<file path="src/rtl/arbitro_memoria.sv">
// Shared instruction/data memory arbiter for the MIPS core: grants IF or MEM,
// drives the memory for MEM_LAT cycles, then returns the word with a one-cycle ready.
module arbitro_memoria #(
    parameter int MEM_LAT    = 1,
    parameter int MAX_STREAK = 4
) (
    input  logic        clock,
    input  logic        reset,
    input  logic        if_req,
    input  logic [31:0] if_addr,
    output logic        if_ready,
    output logic [31:0] if_instr,
    output logic        if_err,
    input  logic        dm_req,
    input  logic        dm_we,
    input  logic [31:0] dm_addr,
    input  logic [31:0] dm_wdata,
    output logic        dm_ready,
    output logic [31:0] dm_rdata,
    output logic        dm_err,
    output logic [31:0] mem_endereco,
    output logic [31:0] mem_indata,
    output logic        mem_controle,
    output logic        mem_lerMem,
    output logic        mem_escMem,
    input  logic [31:0] mem_output
);
    localparam int              SW         = (MAX_STREAK < 1) ? 1 : $clog2(MAX_STREAK + 1);
    localparam logic [SW-1:0]   STREAK_MAX = SW'(MAX_STREAK);
    localparam logic [2:0]      LAT        = 3'(MEM_LAT);

    typedef enum logic [1:0] {IDLE, ACCESS, DONE} state_t;

    state_t        state_q, state_d;
    logic [SW-1:0] streak_q, streak_d;
    logic [2:0]    count_q, count_d;
    logic          if_ready_q, if_ready_d;
    logic [31:0]   if_instr_q, if_instr_d;
    logic          if_err_q, if_err_d;
    logic          dm_ready_q, dm_ready_d;
    logic [31:0]   dm_rdata_q, dm_rdata_d;
    logic          dm_err_q, dm_err_d;
    logic [31:0]   mem_endereco_q, mem_endereco_d;
    logic [31:0]   mem_indata_q, mem_indata_d;
    logic          mem_controle_q, mem_controle_d;
    logic          mem_lerMem_q, mem_lerMem_d;
    logic          mem_escMem_q, mem_escMem_d;

    logic          pick_data;
    logic [31:0]   sel_addr;
    logic          addr_bad;

    // Data wins a tie until it has taken MAX_STREAK grants in a row over a waiting fetch.
    assign pick_data = dm_req && (!if_req || (streak_q != STREAK_MAX));
    assign sel_addr  = pick_data ? dm_addr : if_addr;
    assign addr_bad  = (sel_addr[1:0] != 2'b00) || (sel_addr[31:11] != 21'b0);

    always_comb begin
        // NOTE: every _d starts from its _q (or a zero pulse) so no path leaves a latch.
        state_d        = state_q;
        streak_d       = streak_q;
        count_d        = count_q;
        if_ready_d     = 1'b0;
        if_instr_d     = if_instr_q;
        if_err_d       = if_err_q;
        dm_ready_d     = 1'b0;
        dm_rdata_d     = dm_rdata_q;
        dm_err_d       = dm_err_q;
        mem_endereco_d = mem_endereco_q;
        mem_indata_d   = mem_indata_q;
        mem_controle_d = mem_controle_q;
        mem_lerMem_d   = mem_lerMem_q;
        mem_escMem_d   = mem_escMem_q;

        case (state_q)
            IDLE: begin
                if (if_req || dm_req) begin
                    // A data grant with if_req high implies streak_q < STREAK_MAX, so no wrap.
                    streak_d = (pick_data && if_req) ? streak_q + 1'b1 : '0;
                    if (addr_bad) begin
                        state_d = DONE;
                        if (pick_data) begin
                            dm_ready_d = 1'b1;
                            dm_err_d   = 1'b1;
                            dm_rdata_d = '0;
                        end else begin
                            if_ready_d = 1'b1;
                            if_err_d   = 1'b1;
                            if_instr_d = '0;
                        end
                    end else begin
                        state_d        = ACCESS;
                        count_d        = 3'd1;
                        mem_endereco_d = {23'b0, sel_addr[10:2]};
                        mem_controle_d = pick_data;
                        mem_lerMem_d   = pick_data && !dm_we;
                        mem_escMem_d   = pick_data && dm_we;
                        mem_indata_d   = (pick_data && dm_we) ? dm_wdata : '0;
                    end
                end
            end
            ACCESS: begin
                if (count_q == LAT) begin
                    state_d        = DONE;
                    mem_endereco_d = '0;
                    mem_indata_d   = '0;
                    mem_controle_d = 1'b0;
                    mem_lerMem_d   = 1'b0;
                    mem_escMem_d   = 1'b0;
                    if (mem_controle_q) begin
                        dm_ready_d = 1'b1;
                        dm_err_d   = 1'b0;
                        dm_rdata_d = mem_escMem_q ? '0 : mem_output;
                    end else begin
                        if_ready_d = 1'b1;
                        if_err_d   = 1'b0;
                        if_instr_d = mem_output;
                    end
                end else begin
                    count_d = count_q + 3'd1;
                end
            end
            DONE:    state_d = IDLE;
            default: state_d = IDLE;
        endcase
    end

    always_ff @(posedge clock) begin
        // NOTE: sequential state uses non-blocking assignments only, so every flop sees pre-edge values.
        if (reset) begin
            state_q        <= IDLE;
            streak_q       <= '0;
            count_q        <= '0;
            if_ready_q     <= 1'b0;
            if_instr_q     <= '0;
            if_err_q       <= 1'b0;
            dm_ready_q     <= 1'b0;
            dm_rdata_q     <= '0;
            dm_err_q       <= 1'b0;
            mem_endereco_q <= '0;
            mem_indata_q   <= '0;
            mem_controle_q <= 1'b0;
            mem_lerMem_q   <= 1'b0;
            mem_escMem_q   <= 1'b0;
        end else begin
            state_q        <= state_d;
            streak_q       <= streak_d;
            count_q        <= count_d;
            if_ready_q     <= if_ready_d;
            if_instr_q     <= if_instr_d;
            if_err_q       <= if_err_d;
            dm_ready_q     <= dm_ready_d;
            dm_rdata_q     <= dm_rdata_d;
            dm_err_q       <= dm_err_d;
            mem_endereco_q <= mem_endereco_d;
            mem_indata_q   <= mem_indata_d;
            mem_controle_q <= mem_controle_d;
            mem_lerMem_q   <= mem_lerMem_d;
            mem_escMem_q   <= mem_escMem_d;
        end
    end

    assign if_ready     = if_ready_q;
    assign if_instr     = if_instr_q;
    assign if_err       = if_err_q;
    assign dm_ready     = dm_ready_q;
    assign dm_rdata     = dm_rdata_q;
    assign dm_err       = dm_err_q;
    assign mem_endereco = mem_endereco_q;
    assign mem_indata   = mem_indata_q;
    assign mem_controle = mem_controle_q;
    assign mem_lerMem   = mem_lerMem_q;
    assign mem_escMem   = mem_escMem_q;

endmodule

</file>
<file path="config.mk">
export PLATFORM = sky130hd
export DESIGN_NAME = arbitro_memoria
export DESIGN_NICKNAME = d
export VERILOG_FILES = /design/src/rtl/arbitro_memoria.sv
export SDC_FILE = /design/constraint.sdc
export NUM_CORES = 1
export LEC_CHECK = 0
export ABC_AREA = 1
export CAP_MARGIN = 25
export CORE_MARGIN = 1
export CORE_UTILIZATION = 42
export DETAILED_ROUTE_END_ITERATION = 7
export HOLD_SLACK_MARGIN = 0.02
export PLACE_DENSITY = 0.92
export RECOVER_POWER = 50
export SLEW_MARGIN = 20
export SYNTH_ARGS = -nofsm -noshare
export SYNTH_HDL_FRONTEND = slang
export SYNTH_SLANG_ARGS = --single-unit
</file>
<file path="constraint.sdc">
create_clock -name clock -period 2.02 [get_ports clock]
set_input_delay 0.404 -clock clock [delete_from_list [all_inputs] [get_ports clock]]
set_output_delay 0.404 -clock clock [all_outputs]
set_load 0.005 [all_outputs]
</file>
==> qor.yml <==
clock_network:
  cts.sinks: 120
  clockRootBuffer: "clkbuf_16"
  clkLatencyLatePin_ns: 0.41
  htreeDepth: 4
  cts_tree: "yes"
  cts_buffers: 17
  cts_buffer_depth: 2
  clk_pin_slew_ns: 0.06
synthesis:
  ys_seq_area_frac: 0.421
  syn_area_sq_um: 5700
  yosysWarnings: 0
  synth-seq-cells: 120
  synthCells: 842
  avgSynthCellArea_sq_um: 6.77
  synth.distinct_cells: 30
floorplanning:
  start_util: 0.431
  row_count: 42
  die_x_microns: 119
  coreArea_sq_um: 13200
  pin_count: 268
  die-area_sq_um: 14000
  fp.dieH_microns: 119
sta:
  max_freq_mhz: 545
  period_minus_slack_ns: 1.83
  hold_viol: 0
  grt_setup_unrepaired: "false"
  maxSlewViolCount: 0
  slew-limit-headroom: 0.663
  setup_viol: 0
  finalCritPeriodShare: 0.908
  worst_pin_slew_ns: 0.505
  clock_skew_ns: 0.00581
  layout_setup_ws_ns: 0.187
power:
  comb_power_share: 0.241
  p_sw_mw: 2.19
  p_leak_nw: 4.10
  vdd_drop_max_v: 0.000610
  clkPwrFrac: 0.404
  intPower_mw: 5.52
  total_power_mw: 7.71
  powerDensity_nw_per_um2: 858
  switching_share: 0.285
  sequentialPowerShare: 0.355
routing:
  route.vias.total: 6173
  antenna_left: 0
  m1WireLength_microns: 6960
  wl_microns: 17600
  dr_wl_met3_microns: 1210
  wl_per_cell_microns: 13.9
  highest_layer: "met4"
  met2WireLength_microns: 8570
  drc: 0
  drtIter0Drc: 433
  drt_first_pass_iters: 7
  via_per_inst: 4.87
worst_setup_path:
  cp_max_fo: 33
  cpMaxStageDelayCell: "dfxtp_1"
  criticalPathCategory: "reg2reg"
  worstPathArrival_ns: 2.17
  crit_required_ns: 2.36
  critPathMaxStageDelay_ns: 0.35
  cp_num_buf_inv: 4
  cp_top_family: "simple AND/OR/NAND/NOR gates"
  path_cells: "inv_1, ha_1, nand3_1, nand2_1, inv_2, buf_4, nand2_1, buf_12, nor3b_1, nand3_1, a21oi_1"
  end_kind: "flip-flop"
  startpoint_type: "flip-flop"
run_status:
  status: "completed"
cells_and_area:
  n_antenna_cell: 0
  nNetsFinal: 1216
  final_util: 0.678
  area_delta_synth_final_pct: 57.6
  layout-drive-gt1-share: 0.0723
flow_run:
  max-cap-violations: 0
global_routing:
  overflow: 0
  grtUsageTotal: 0.248
  first_global_vias: 5963
  antenna_found_initial: 0
  grt_pass1_wl_microns: 28000
  grt_max_degree: 53
placement:
  dp_hpwl_microns: 12300
  place.gp.congestion: 0.786
  io_buffer_count: 244
  pre_cts_slack_ns: -0.207
worst_hold_path:
  hp-class: "reg2reg"
==> layout make-up <==
class / count / area [sq um]
fillers: 1049 / 4260
repair buffers: 274 / 2770
multi-input cells: 588 / 2680
flip-flops and latches: 120 / 2400
clock buffers: 18 / 439
inverters: 78 / 303
well taps: 176 / 220
clock inverters: 14 / 171
==> path summary, 6_finish.rpt <==
check,slack (ns),depth (start not counted),start,end
setup / recovery,0.19,11,streak_q[0],mem_indata[14]
hold / removal,0.46,2,mem_indata[1],mem_indata[1]
setup reg to reg,0.19,11,streak_q[0],mem_indata[14]
hold reg to reg,0.46,2,mem_indata[1],mem_indata[1]
==> power by group through the flow <==
stage / combinational, mW / sequential (mW) / clock [mW]
3_3_place_gp: 1.87 / 2.79 / 0
6_report: 1.86 / 2.74 / 3.11
5_1_grt: 2.04 / 2.77 / 3.28
2_1_floorplan: 0.881 / 2.81 / 0
3_5_place_dp: 1.90 / 2.80 / 0
4_1_cts: 1.92 / 2.75 / 3.17
==> cell families after synthesis <==
family                     after synthesis  share of synthesized area
DFF                                    120                      0.421
buffers and inverters                  156                      0.126
adders and majority gates                4                    0.00878
AOI/OAI and AO/OA                      118                      0.104
other                                    1                   0.000658
and+or+nand+nor                        441                      0.336
xor gates and xnor gates                 2                    0.00307
==> metrics by stage <==
stage	TNS [ns]	hold WS [ns]	cells	area, sq um
6_report	0	0.458	1268	8980
3_5_place_dp	-11.64	0.455	1236	8350
5_1_grt	0	0.468	1268	8980
3_3_place_gp	-7.15	0.448	1236	8350
4_1_cts	0	0.466	1268	8960
2_1_floorplan	0	0.456	864	5780
==> repair_timing <==
item / 4_1_cts / 5_1_grt
gates resized for setup: 0 / 12
endpoints found under the setup margin: 0 / 41
hold buffers: 0 / 0
setup buffers: 0 / 0
==> flip-flops by register name (all words and copies together), names as in the netlist, 2 cells and up <==
register,cells
if_instr,32
count_q,3
mem_indata,32
streak_q,3
mem_endereco,9
state_q,2
dm_rdata,32
==> worst register-to-register path: stages (launching register included) <==
cell and delay (ns):
dfxtp_1 0.35, inv_1 0.07, ha_1 0.19, nand3_1 0.07
nand2_1 0.09, inv_2 0.10, buf_4 0.13, nand2_1 0.08
buf_12 0.18, nor3b_1 0.24, nand3_1 0.12, a21oi_1 0.16
==> cells in the final DEF (no fill, tap or decap), types with 2 or more instances in the layout <==
master           count
a21oi_1             45
dfxtp_1            120
clkinv_2             3
nor3b_1             32
dlygate4sd3_1      110
clkbuf_16           17
buf_12               8
nand2_4              3
nand2_1            108
nor2_1             210
and2_0               3
conb_1              23
nor3_1              34
nand3_1             40
ha_1                 4
bufinv_16            3
inv_1               72
xor2_1               2
clkdlybuf4s50_1    134
inv_6                4
o21ai_0             57
clkinvlp_4           3
buf_4               20
nand4_1              2
inv_2                4
nor2_2               2
o21ai_1             15
nand2_2              3
==> synth_stat cells, drive strengths merged <==
cell / n / share of area
ha: 4 / 0.0088
clkbuf: 33 / 0.022
inv: 78 / 0.052
nor2: 212 / 0.14
dfxtp: 120 / 0.42
a21oi: 45 / 0.040
nand2: 114 / 0.078
nand4: 2 / 0.0022
conb: 1 / 0.00066
and2: 4 / 0.0044
nor3b: 32 / 0.042
xor2: 2 / 0.0031
or2: 1 / 0.0011
nand3: 41 / 0.037
o21ai: 73 / 0.065
buf: 45 / 0.052
nor3: 35 / 0.032
==> per-layer routing <==
metal,vias up,global-route usage
met3,63,0.0618
met2,280,0.431
met1,2745,0.269
li1,3085,-
met5,-,0
met4,0,0.161
Note: power is estimated with default switching activity, not from simulation.
